--- config.mk ---
export PLATFORM = sky130hd
export DESIGN_NAME = accel_seq_feeder
export DESIGN_NICKNAME = d
export VERILOG_FILES = /design/src/rtl/accel_seq_feeder_pkg.sv /design/src/rtl/accel_seq_feeder_sync_fifo.sv /design/src/rtl/accel_seq_feeder.sv
export SDC_FILE = /design/constraint.sdc
export NUM_CORES = 1
export LEC_CHECK = 0
export BUFFER_PORTS_ARGS = -buffer_cell sky130_fd_sc_hd__clkbuf_2
export CORE_AREA = 2 2 115 117
export DETAILED_ROUTE_END_ITERATION = 10
export DIE_AREA = 0 0 117 119
export PLACE_DENSITY = 0.74
export REMOVE_ABC_BUFFERS = 1
export SLEW_MARGIN = 10
export SYNTH_ARGS = -nofsm -noshare
export SYNTH_HDL_FRONTEND = slang
export SYNTH_SLANG_ARGS = --single-unit
export TNS_END_PERCENT = 1
--- constraint.sdc ---
create_clock -name clk -period 2.4 [get_ports clk]
set_input_delay 0.12 -clock clk [delete_from_list [all_inputs] [get_ports clk]]
set_output_delay 0.12 -clock clk [all_outputs]
set_load 0.1 [all_outputs]
--- src/rtl/accel_seq_feeder_pkg.sv ---
// Shared definitions for the accelerator stream feeder: operation codes carried
// on the input stream, accelerator register addresses and the sequencer states.
package accel_seq_feeder_pkg;

    // Operation requested alongside each operand word.
    typedef enum logic [1:0] {
        OP_REV = 2'b00,
        OP_INC = 2'b01,
        OP_INV = 2'b10,
        OP_RAW = 2'b11
    } op_e;

    // Accelerator register map.
    localparam logic [1:0] ACC_REG_DATA = 2'b00;
    localparam logic [1:0] ACC_REG_INC  = 2'b01;
    localparam logic [1:0] ACC_REG_INV  = 2'b10;

    // Sequencer states: one write, optional increment, one read.
    typedef enum logic [1:0] {
        ST_IDLE = 2'b00,
        ST_WR   = 2'b01,
        ST_INC  = 2'b10,
        ST_RD   = 2'b11
    } state_e;

    // Register read back to obtain the result of a given operation.
    // RAW reads the plain data view, which lives at the increment address.
    function automatic logic [1:0] result_addr(input op_e op);
        case (op)
            OP_REV:  return ACC_REG_DATA;
            OP_INC:  return ACC_REG_INC;
            OP_INV:  return ACC_REG_INV;
            default: return ACC_REG_INC;
        endcase
    endfunction

endpackage

--- src/rtl/accel_seq_feeder_sync_fifo.sv ---
// Synchronous FIFO with occupancy count.
// Ports:
//   clk_i, rst_ni     : clock, asynchronous active-low reset (empties the FIFO)
//   push_i, push_data_i : write request and data
//   pop_i             : read request; ignored when empty
//   head_o            : current head entry (meaningless when empty)
//   valid_o           : FIFO non-empty
//   count_o           : number of stored entries, 0..DEPTH
// A push while full is accepted only when a pop happens in the same cycle.
module sync_fifo #(
    parameter int unsigned WIDTH = 32,
    parameter int unsigned DEPTH = 4
) (
    input  logic                       clk_i,
    input  logic                       rst_ni,
    input  logic                       push_i,
    input  logic [WIDTH-1:0]           push_data_i,
    input  logic                       pop_i,
    output logic [WIDTH-1:0]           head_o,
    output logic                       valid_o,
    output logic [$clog2(DEPTH):0]     count_o
);

    localparam int unsigned AW = $clog2(DEPTH);
    localparam logic [AW:0] FULL_COUNT = (AW+1)'(DEPTH);

    logic [WIDTH-1:0] mem_q [DEPTH];
    logic [AW-1:0]    wr_ptr_q, rd_ptr_q;
    logic [AW:0]      count_q;
    logic             do_push, do_pop;

    assign do_pop  = pop_i && (count_q != '0);
    assign do_push = push_i && ((count_q != FULL_COUNT) || do_pop);

    always_ff @(posedge clk_i or negedge rst_ni) begin
        if (!rst_ni) begin
            wr_ptr_q <= '0;
            rd_ptr_q <= '0;
            count_q  <= '0;
        end else begin
            if (do_push) wr_ptr_q <= wr_ptr_q + AW'(1);
            if (do_pop)  rd_ptr_q <= rd_ptr_q + AW'(1);
            case ({do_push, do_pop})
                2'b10:   count_q <= count_q + (AW+1)'(1);
                2'b01:   count_q <= count_q - (AW+1)'(1);
                default: count_q <= count_q;
            endcase
        end
    end

    // Storage needs no reset: entries are only visible once counted.
    always_ff @(posedge clk_i) begin
        if (do_push) mem_q[wr_ptr_q] <= push_data_i;
    end

    assign head_o  = mem_q[rd_ptr_q];
    assign valid_o = (count_q != '0);
    assign count_o = count_q;

endmodule

--- src/rtl/accel_seq_feeder.sv ---
// Stream-side sequencer for the bit-manipulation accelerator slave.
// Takes operand+op words from a valid/ready stream, runs the write / increment /
// read cycles on the accelerator port and queues the read results in a FIFO.
// Ports:
//   clk, reset_n        : clock, asynchronous active-low reset
//   in_data/in_op/in_valid/in_ready : operand stream (accept on valid&ready)
//   out_data/out_valid/out_ready    : result stream (FIFO head, pop on valid&ready)
//   acc_addr/acc_wr_en/acc_rd_en/acc_writedata/acc_readdata : accelerator port
//   busy                : a transaction is in flight
//   out_count           : result FIFO occupancy
module accel_seq_feeder
    import accel_seq_feeder_pkg::*;
#(
    parameter int unsigned OUT_DEPTH = 4
) (
    input  logic                         clk,
    input  logic                         reset_n,
    input  logic [31:0]                  in_data,
    input  logic [1:0]                   in_op,
    input  logic                         in_valid,
    output logic                         in_ready,
    output logic [31:0]                  out_data,
    output logic                         out_valid,
    input  logic                         out_ready,
    output logic [1:0]                   acc_addr,
    output logic                         acc_wr_en,
    output logic                         acc_rd_en,
    output logic [31:0]                  acc_writedata,
    input  logic [31:0]                  acc_readdata,
    output logic                         busy,
    output logic [$clog2(OUT_DEPTH):0]   out_count
);

    localparam int unsigned CW = $clog2(OUT_DEPTH) + 1;

    state_e      state_q, state_d;
    op_e         op_q, op_d;
    logic [31:0] data_q, data_d;
    logic        ready_en_q;
    logic        push;
    logic        accept;

    // ready_en_q holds in_ready low until the first clock edge after reset.
    assign in_ready = ready_en_q && (state_q == ST_IDLE) && (out_count < CW'(OUT_DEPTH));
    assign accept   = in_valid && in_ready;
    assign busy     = (state_q != ST_IDLE);

    always_ff @(posedge clk or negedge reset_n) begin
        if (!reset_n) begin
            state_q    <= ST_IDLE;
            op_q       <= OP_REV;
            data_q     <= '0;
            ready_en_q <= 1'b0;
        end else begin
            state_q    <= state_d;
            op_q       <= op_d;
            data_q     <= data_d;
            ready_en_q <= 1'b1;
        end
    end

    always_comb begin
        state_d       = state_q;
        op_d          = op_q;
        data_d        = data_q;
        acc_addr      = ACC_REG_DATA;
        acc_wr_en     = 1'b0;
        acc_rd_en     = 1'b0;
        acc_writedata = '0;
        push          = 1'b0;

        case (state_q)
            ST_IDLE: begin
                if (accept) begin
                    op_d    = op_e'(in_op);
                    data_d  = in_data;
                    state_d = ST_WR;
                end
            end
            ST_WR: begin
                acc_addr      = ACC_REG_DATA;
                acc_wr_en     = 1'b1;
                acc_writedata = data_q;
                state_d       = (op_q == OP_INC) ? ST_INC : ST_RD;
            end
            ST_INC: begin
                acc_addr  = ACC_REG_INC;
                acc_wr_en = 1'b1;
                state_d   = ST_RD;
            end
            ST_RD: begin
                acc_addr  = result_addr(op_q);
                acc_rd_en = 1'b1;
                push      = 1'b1;
                state_d   = ST_IDLE;
            end
            default: state_d = ST_IDLE;
        endcase
    end

    sync_fifo #(
        .WIDTH(32),
        .DEPTH(OUT_DEPTH)
    ) u_out_fifo (
        .clk_i       (clk),
        .rst_ni      (reset_n),
        .push_i      (push),
        .push_data_i (acc_readdata),
        .pop_i       (out_ready),
        .head_o      (out_data),
        .valid_o     (out_valid),
        .count_o     (out_count)
    );

endmodule
==> impl_metrics.ini <==
[clock_tree]
clk_pin_slew_ns = 0.06
cts_buffers = 17
cts_max_level = 4
postCtsSetupBuffers = 0
worstSkewPairLatency_ns = 0.42
cts_tree = done
clockBufferDepth = 2
root_buffer = clkbuf_16
cts.sinks = 172

[global_routing]
grt_busiest_layer = met2
met2_usage_pct = 32.3
grt_pass1_vias = 4051
gr-total-overflow = 0
grt_max_degree = 34
gr-usage-met1_pct = 24.1
grt_pass1_wl_um = 20200
antenna_found_initial = 0
track_usage_pct = 19.5
grtUsageMet3_pct = 6.67

[sta]
maxSlewViolCount = 0
setup-tns-final_ns = 0
maxSlewHeadroom_pct = 42.5
fmax_ghz = 0.443
finalSetupViolCount = 0
timing.final.crit_share_pct = 94.1
tightest_slew_ns = 0.863
skew_ns = 0.00710
hold_violations = 0
fin_crit_ns = 2.26
rsz0062_at_grt = false

[setup_path]
startpoint_type = register
critPathBufInv = 2
max_stage_delay_ns = 0.55
cp_max_fo = 19
crit_required_ns = 2.28
worst_ep_arrival_time_ns = 2.14
critPathSlowestCell = dfrtp_4
crit_family = buffers and inverters
worstPathCellList = buf_12 > mux4_2 > clkbuf_2
crit_type = reg -> out
critPathCaptureType = output port

[place]
place.gp.congestion = 0.732
placed_cell_area_um2 = 7690
dpl.hpwl_um = 7820
io_buffers = 143

[route]
drt-total-wl_um = 12800
drc = 0
avgRoutedWirePerCell_um = 17.1
detail-route-antenna-nets = 0
dr.pass1.iters = 4
drt_iter0_drc = 259
vias = 3751
drt-vias-per-instance = 5.02

[floorplan]
die-area_um2 = 13900
start_util_pct = 52.6
rows = 42
fp.dieH_um = 119
io_pins = 144
core_region_area_um2 = 12900
fp.dieW_um = 117

[synth]
syn_avg_cell_area_um2 = 20.2
synth.yosys.seq_area_share_pct = 73.0
yosys.cell_types.count = 31
yosysWarnings = 0
netlist_instances = 335
ys_ff_latch = 172
syn_area_um2 = 6770

[finish]
final_common_cell = clkbuf_2
layout_common_cells = clkbuf_2 (143), edfxtp_1 (128), dlygate4sd3_1 (67)
nNetsFinal = 639
n_antenna_cell = 0
design_area_um2 = 8960
areaGrowthSynthToFinish_pct = 32.4
drive_gt1_share_pct = 45.5

[job]
drv_cap = 0

[status]
status = finished clean

[min_path]
min_path_type = in -> reg
## sequential cells by signal, indices dropped and copies added, names as in the netlist
name / count
u_out_fifo.mem_q: 128
data_q: 32
u_out_fifo.count_o: 3
op_q: 2
state_q: 2
u_out_fifo.rd_ptr_q: 2
u_out_fifo.wr_ptr_q: 2
ready_en_q: 1
## per-stage QoR
step | hold slack (ns) | instances | utilization [%] | setup slack (ns)
floorplan | -0.176 | 321 | - | -0.346
global placement | 0.0418 | 648 | 59.7 | 0.357
detailed placement | 0.0429 | 648 | 59.7 | 0.266
CTS | 0.0833 | 747 | 69.6 | 0.0350
global route | 0.0967 | 747 | 69.6 | 0.0361
finish | 0.0926 | 747 | 69.6 | 0.142
## worst register-to-register path, cell delays in order (launching register included)
cell,delay [ns]
dfrtp_1,0.44
o41a_4,0.53
inv_1,0.07
ha_1,0.18
inv_1,0.07
fa_1,0.38
xor2_1,0.15
nor2_1,0.12
xnor2_1,0.14
## worst paths after layout
check,endpoint,depth (start not counted),start,slack [ns]
min,u_out_fifo.wr_ptr_q[0],3,out_ready,0.09
max in group asynchronous,data_q[12],3,reset_n,1.53
max,out_data[14],3,u_out_fifo.rd_ptr_q[0],0.14
min reg2reg,data_q[11],1,data_q[11],0.50
min in group asynchronous,ready_en_q,2,reset_n,0.14
max reg2reg,u_out_fifo.count_o[2],8,u_out_fifo.count_o[0],0.24
## timing repair
| action | CTS | global route |
|---|---|---|
| resized for setup | 0 | 1 |
| hold buffers | 67 | 0 |
| setup endpoints to repair | 0 | 23 |
| endpoints found under the hold margin | 174 | 0 |
## per-layer routing
layer	vias up	routed length, um	share of wire [%]
li1	1731	-	-
met1	1859	5190	41
met2	146	6450	51
met3	15	955	7.5
met4	0	157	1.2
met5	-	0	0
## kinds of logic after synthesis
kind of cell    after synthesis  share of synthesized area, %
simple gates                 46                          4.36
other cells                   1                        0.0554
flops                       172                          73.1
fa+ha+maj                    11                          2.14
compound gates                6                         0.887
xor+xnor                      6                         0.776
mux                          69                          16.8
buf+inv                      24                          1.89
## area by class of cell
cell class                      count  area [um^2]
Clock inverter                     13          169
Multi-Input combinational cell    139         1700
Sequential cell                   172         4950
Clock buffer                       19          433
Fill cell                         821         3910
Inverter                           10         37.5
Tap cell                          176          220
Timing Repair Buffer              218         1460
## cells in the mapped netlist, drive strengths merged
| library cell | number | share of area (%) |
|---|---|---|
| edfxtp | 128 | 57 |
| dfrtp | 44 | 16 |
| and2 | 36 | 3.4 |
| mux2 | 36 | 6.0 |
| mux4 | 32 | 11 |
| ha | 10 | 1.8 |
| inv | 10 | 0.55 |
| buf | 9 | 1.1 |
| clkbuf | 5 | 0.28 |
| xnor2 | 4 | 0.52 |
| nand2 | 3 | 0.17 |
| nor2 | 3 | 0.17 |
| xor2 | 2 | 0.26 |
| a211oi | 1 | 0.11 |
| a21o | 1 | 0.11 |
| a21oi | 1 | 0.074 |
| a2bb2oi | 1 | 0.13 |
| and3 | 1 | 0.11 |
| conb | 1 | 0.055 |
| fa | 1 | 0.30 |
| mux2i | 1 | 0.15 |
| nand2b | 1 | 0.092 |
| nand3 | 1 | 0.074 |
| nand4b | 1 | 0.35 |
| o31a | 1 | 0.15 |
| o41a | 1 | 0.31 |
Power is left out: the tool's default activity adds up to more than one toggle a clock period on the data nets, which glitch-free logic cannot reach.
